**src/rtl/qarma_round_sequencer.sv**
```systemverilog
// Purpose : sequences an iterative QARMA-64 round datapath (load, fwd, reflector, bwd, whitening).
// Latency : start sampled in cycle 0 -> done_o pulse in cycle 2*ROUNDS+4 (cycle 18 for ROUNDS=7).
// Backpressure: none; start_i while busy is dropped, abort_i returns to IDLE at the next edge.
//
// Ports:
//   wb_clk_i, wb_rst_n        clock, synchronous active-low reset
//   start_i, decrypt_i        request + direction (sampled only in IDLE)
//   abort_i, irq_clr_i        cancel operation, clear sticky irq
//   busy_o, done_o, irq_o     status: busy, one-cycle done pulse, sticky completion flag
//   dp_*                      registered datapath controls (load, round enable, phase, index,
//                             short round, direction, final whitening)
// Optional: define QARMA_OP_COUNT_EN to add op_count_o[15:0], a wrapping count of completions.

module qarma_round_sequencer #(
    parameter int ROUNDS = 7,
    parameter int CNT_W  = 4
) (
    input  logic             wb_clk_i,
    input  logic             wb_rst_n,
    input  logic             start_i,
    input  logic             decrypt_i,
    input  logic             abort_i,
    input  logic             irq_clr_i,
    output logic             busy_o,
    output logic             done_o,
    output logic             irq_o,
    output logic             dp_load_o,
    output logic             dp_round_en_o,
    output logic [1:0]       dp_phase_o,
    output logic [CNT_W-1:0] dp_round_idx_o,
    output logic             dp_short_o,
    output logic             dp_decrypt_o,
    output logic             dp_final_o
`ifdef QARMA_OP_COUNT_EN
    ,
    output logic [15:0]      op_count_o
`endif
);

    typedef enum logic [2:0] {
        S_IDLE,
        S_LOAD,
        S_FWD,
        S_REFL,
        S_BWD,
        S_FINAL,
        S_DONE
    } state_t;

    localparam logic [CNT_W-1:0] LAST_IDX = CNT_W'(ROUNDS - 1);

    state_t           state, state_nxt;
    logic [CNT_W-1:0] cnt, cnt_nxt;
    logic             dec_nxt;

    // Output values for the cycle following this edge; they are derived from the
    // next state/counter so every dp_* output comes straight from a flop.
    logic             busy_nxt, done_nxt, irq_nxt, load_nxt, round_en_nxt, short_nxt, final_nxt;
    logic [1:0]       phase_nxt;
    logic [CNT_W-1:0] idx_nxt;

    // ---------------------------------------------------------------------
    // Next-state / counter logic
    // ---------------------------------------------------------------------
    always_comb begin
        state_nxt = state;
        cnt_nxt   = cnt;
        dec_nxt   = dp_decrypt_o;

        case (state)
            S_IDLE: begin
                if (start_i && !abort_i) begin
                    state_nxt = S_LOAD;
                    dec_nxt   = decrypt_i;
                    cnt_nxt   = '0;
                end
            end
            S_LOAD: begin
                state_nxt = S_FWD;
                cnt_nxt   = '0;
            end
            S_FWD: begin
                // Leave at the terminal index so the counter never wraps.
                if (cnt == LAST_IDX) begin
                    state_nxt = S_REFL;
                    cnt_nxt   = '0;
                end else begin
                    cnt_nxt = cnt + 1'b1;
                end
            end
            S_REFL: begin
                state_nxt = S_BWD;
                cnt_nxt   = LAST_IDX;
            end
            S_BWD: begin
                if (cnt == '0) begin
                    state_nxt = S_FINAL;
                end else begin
                    cnt_nxt = cnt - 1'b1;
                end
            end
            S_FINAL: state_nxt = S_DONE;
            S_DONE:  state_nxt = S_IDLE;
            default: state_nxt = S_IDLE;
        endcase

        // Abort overrides everything outside IDLE; in DONE the pulse already happened.
        if (abort_i && (state != S_IDLE)) begin
            state_nxt = S_IDLE;
            cnt_nxt   = '0;
        end
    end

    // ---------------------------------------------------------------------
    // Next output values
    // ---------------------------------------------------------------------
    always_comb begin
        busy_nxt     = (state_nxt != S_IDLE);
        done_nxt     = (state_nxt == S_DONE);
        load_nxt     = (state_nxt == S_LOAD);
        final_nxt    = (state_nxt == S_FINAL);
        round_en_nxt = 1'b0;
        phase_nxt    = 2'd0;
        idx_nxt      = '0;
        short_nxt    = 1'b0;

        case (state_nxt)
            S_FWD: begin
                round_en_nxt = 1'b1;
                phase_nxt    = 2'd0;
                idx_nxt      = cnt_nxt;
                short_nxt    = (cnt_nxt == '0);
            end
            S_REFL: begin
                round_en_nxt = 1'b1;
                phase_nxt    = 2'd1;
            end
            S_BWD: begin
                round_en_nxt = 1'b1;
                phase_nxt    = 2'd2;
                idx_nxt      = cnt_nxt;
                short_nxt    = (cnt_nxt == '0);
            end
            default: ;
        endcase

        // irq rises together with done_o. A clear seen while entering or sitting
        // in DONE loses against the completion that sets the flag.
        irq_nxt = (state_nxt == S_DONE) || (state == S_DONE) || (irq_o && !irq_clr_i);
    end

    // ---------------------------------------------------------------------
    // Registers
    // ---------------------------------------------------------------------
    always_ff @(posedge wb_clk_i) begin
        if (!wb_rst_n) begin
            state          <= S_IDLE;
            cnt            <= '0;
            busy_o         <= 1'b0;
            done_o         <= 1'b0;
            irq_o          <= 1'b0;
            dp_load_o      <= 1'b0;
            dp_round_en_o  <= 1'b0;
            dp_phase_o     <= 2'd0;
            dp_round_idx_o <= '0;
            dp_short_o     <= 1'b0;
            dp_decrypt_o   <= 1'b0;
            dp_final_o     <= 1'b0;
        end else begin
            state          <= state_nxt;
            cnt            <= cnt_nxt;
            busy_o         <= busy_nxt;
            done_o         <= done_nxt;
            irq_o          <= irq_nxt;
            dp_load_o      <= load_nxt;
            dp_round_en_o  <= round_en_nxt;
            dp_phase_o     <= phase_nxt;
            dp_round_idx_o <= idx_nxt;
            dp_short_o     <= short_nxt;
            dp_decrypt_o   <= dec_nxt;
            dp_final_o     <= final_nxt;
        end
    end

`ifdef QARMA_OP_COUNT_EN
    // Counts in the DONE cycle itself, so an abort landing in DONE still counts.
    always_ff @(posedge wb_clk_i) begin
        if (!wb_rst_n) begin
            op_count_o <= 16'h0000;
        end else if (state == S_DONE) begin
            op_count_o <= op_count_o + 16'h0001;
        end
    end
`endif

endmodule
```
**config.mk**
```make
export PLATFORM = sky130hd
export DESIGN_NAME = qarma_round_sequencer
export DESIGN_NICKNAME = d
export VERILOG_FILES = /design/src/rtl/qarma_round_sequencer.sv
export SDC_FILE = /design/constraint.sdc
export NUM_CORES = 1
export LEC_CHECK = 0
export CAP_MARGIN = 20
export CORE_MARGIN = 2
export CORE_UTILIZATION = 46
export DETAILED_ROUTE_END_ITERATION = 16
export MAX_ROUTING_LAYER = met4
export PLACE_DENSITY = 0.74
export SETUP_SLACK_MARGIN = 0.5
export SYNTH_ARGS = -nofsm -noshare
export SYNTH_HDL_FRONTEND = slang
export SYNTH_SLANG_ARGS = --single-unit
```
**constraint.sdc**
```tcl
create_clock -name wb_clk_i -period 1.8 [get_ports wb_clk_i]
set_clock_uncertainty 0.1 [all_clocks]
set_input_delay 0.36 -clock wb_clk_i [delete_from_list [all_inputs] [get_ports wb_clk_i]]
set_output_delay 0.36 -clock wb_clk_i [all_outputs]
set_load 0.005 [all_outputs]
```
==> results.yml <==
drt:
  drtIter0Drc: 29
  drt_wl_total_mm: 3.41
  avgViaCountPerCell: 5.68
  final_antenna_net_count: 0
  dr.pass1.iters: 4
  wl_per_cell_um: 16.1
  dr_total_vias: 1204
  drc: 0
floorplanning:
  core_area_sq_um: 2230
  pin_count: 20
  die-area_sq_um: 2800
  row_count: 17
  start_util_pct: 49.3
  dieWidth_um: 52.9
  die_h_um: 52.9
yosys:
  synth_edf_count: 0
  synth-seq-cells: 21
  synth.cell_area_sq_um: 1100
  yosysWarningCount: 0
  syn_inst: 126
  syn_nets: 135
  async_flop_share_pct: 0
  synth_top_area_share_pct: 38.2
  syn_avg_cell_area_sq_um: 8.74
  synth.area.top_cells: "dfxtp_1, nor2_1, ha_1, nand2b_1, nor3_1"
  synth_top_area_cell: "dfxtp_1"
  synth_cell_types: 47
  ys_seq_area_share_pct: 38.2
  ys.flop_type: "dfxtp_1"
finish:
  multiInputGateArea_sq_um: 872
  regArea_sq_um: 440
  layout_common_cells: "buf_4, dfxtp_2, buf_6"
  final_util_pct: 84.2
  layout_commonest_cell: "buf_4"
  diodes: 0
  fillCellCount: 131
  final_nets: 194
  area_delta_synth_final_pct: 70.8
  drive_gt1_share_pct: 62.5
cts:
  path_clk_slew_ns: 0.11
  hold_buffers: 0
  cts_num_sinks: 21
  cts_made_buffers: 3
  clockRootBuffer: "clkbuf_4"
  cts_tree: "yes"
  cts_max_level: 1
  clk_path_buf_depth: 2
  clock_latency_ns: 0.31
timing:
  finalSetupViolations: 11
  fmax_mhz: 515
  post-route-period-util_pct: 108
  rsz0062_at_grt: "true"
  fin_crit_ns: 1.94
  fin_ws_ns: -0.143
  drv_slew: 0
  tightest_slew_ns: 0.317
  relSlewSlack_pct: 78.6
  final_hold_viol_count: 0
setup_path:
  reg2regPathDepth: 10
  cp_max_fo: 5
  regToRegSetupSlack_ns: -0.14
  timing.rr.end: "cnt[0]"
  critPathLaunch: "cnt[0]"
  criticalPathCategory: "reg -> reg"
  end_kind: "flop"
  cp.arrival_ns: 2.05
  start_kind: "flop"
  cp.required_ns: 1.91
  rr_startpoint: "cnt[0]"
global_route:
  grt_util_all_layers_pct: 26.0
  grt.overflow.total: 0
  grt_max_degree: 14
  grt_pass1_wl_mm: 5.13
  antenna_found_initial: 0
  grt_pass1_vias: 1128
power:
  finalPower_mw: 0.855
  power_per_cell_area_nw_per_um2: 455
  p_leak_nw: 0.868
  irDropWorstVdd_mv: 0.645
run:
  cap_violations: 0
worst_hold_path:
  hold_end: "state[1]"
  hold_path.startpoint: "wb_rst_n"
  hold_class: "in -> reg"
  hold_depth: 3
placement:
  io_buffers: 19
  place_congestion: 0.918
  hpwl_mm: 2.26
  preCtsSetupSlack_ns: -0.210
run_status:
  status: "complete, but fails checks"
  failed_checks: "setup timing"
## through the flow
stage	cells	hold slack (ns)	area [sq um]	setup TNS, ns
3_3_place_gp	195	0.378	1620	-1.77
3_5_place_dp	195	0.414	1620	-1.91
6_report	212	0.313	1880	-0.806
5_1_grt	212	0.335	1880	-1.62
4_1_cts	205	0.441	1740	-0.335
2_1_floorplan	126	0.381	1230	0
## where the power goes
part | switching [mW] | internal [mW] | total [mW]
clock network | 0.140 | 0.0866 | 0.226
logic | 0.0739 | 0.0813 | 0.155
registers | 0.00380 | 0.470 | 0.473
total | 0.217 | 0.638 | 0.855
## timing repair
item,CTS,global route
buffers inserted,6,7
gates resized for setup,63,45
pin swaps,14,9
endpoints found under the setup margin,33,27
## routing by layer
metal	vias up	share of wire (%)	global-route usage (%)
met5	-	0	-
met4	0	1.8	11.5
met3	7	4.3	1.98
met2	40	49	41.5
met1	591	44	33.9
li1	566	-	-
## synthesized netlist by cell type (2+ instances only)
cell,n
nor2_1,16
and2_1,4
and3_1,3
ha_1,3
nor4b_2,2
nor2b_1,3
nor3_1,7
nor3b_1,2
nor3b_2,2
nand2_1,3
nand2b_1,6
o21ai_1,2
buf_2,3
inv_1,7
a21oi_1,5
o21ai_0,7
dfxtp_1,21
## worst max-delay path by stage
stage                                   end  depth (start not counted)  slack, ns
after global placement               cnt[2]                          8      -0.18
after floorplan                      cnt[3]                          7       0.07
final                                cnt[0]                         10      -0.14
after detailed placement         dp_short_o                          7      -0.21
after global routing             dp_short_o                          9      -0.24
after CTS                 dp_round_idx_o[3]                          8      -0.10
## state kept, by name, indices dropped and copies added (netlist names)
signal / count
busy_o: 1
dp_final_o: 1
dp_round_idx_o: 4
dp_decrypt_o: 1
state: 3
dp_short_o: 1
irq_o: 1
dp_load_o: 1
dp_phase_o: 2
done_o: 1
cnt: 4
dp_round_en_o: 1
## critical path: stages (launching register included)
cell     delay, ns
dfxtp_4       0.38
inv_4         0.03
buf_6         0.10
ha_4          0.15
nor3b_4       0.16
buf_4         0.14
o311a_1       0.32
o32ai_4       0.16
buf_4         0.17
buf_6         0.09
nor2_2        0.03
## kinds of logic after synthesis
logic type / Yosys count / share of synthesized area, %
DFF: 21 / 38.2
AOI/OAI and AO/OA: 30 / 19.4
buffers and inverters: 13 / 5.80
muxes: 2 / 1.93
and+or+nand+nor: 57 / 31.3
adders and majority gates: 3 / 3.41
## final cells by class
cell class	count	share of cell area (%)
well taps	28	1.86
flip-flops and latches	21	23.4
inverters	7	1.53
clock buffers	4	1.40
multi-input cells	92	46.4
repair buffers	60	25.4
Power figures use the tool's default switching activity.
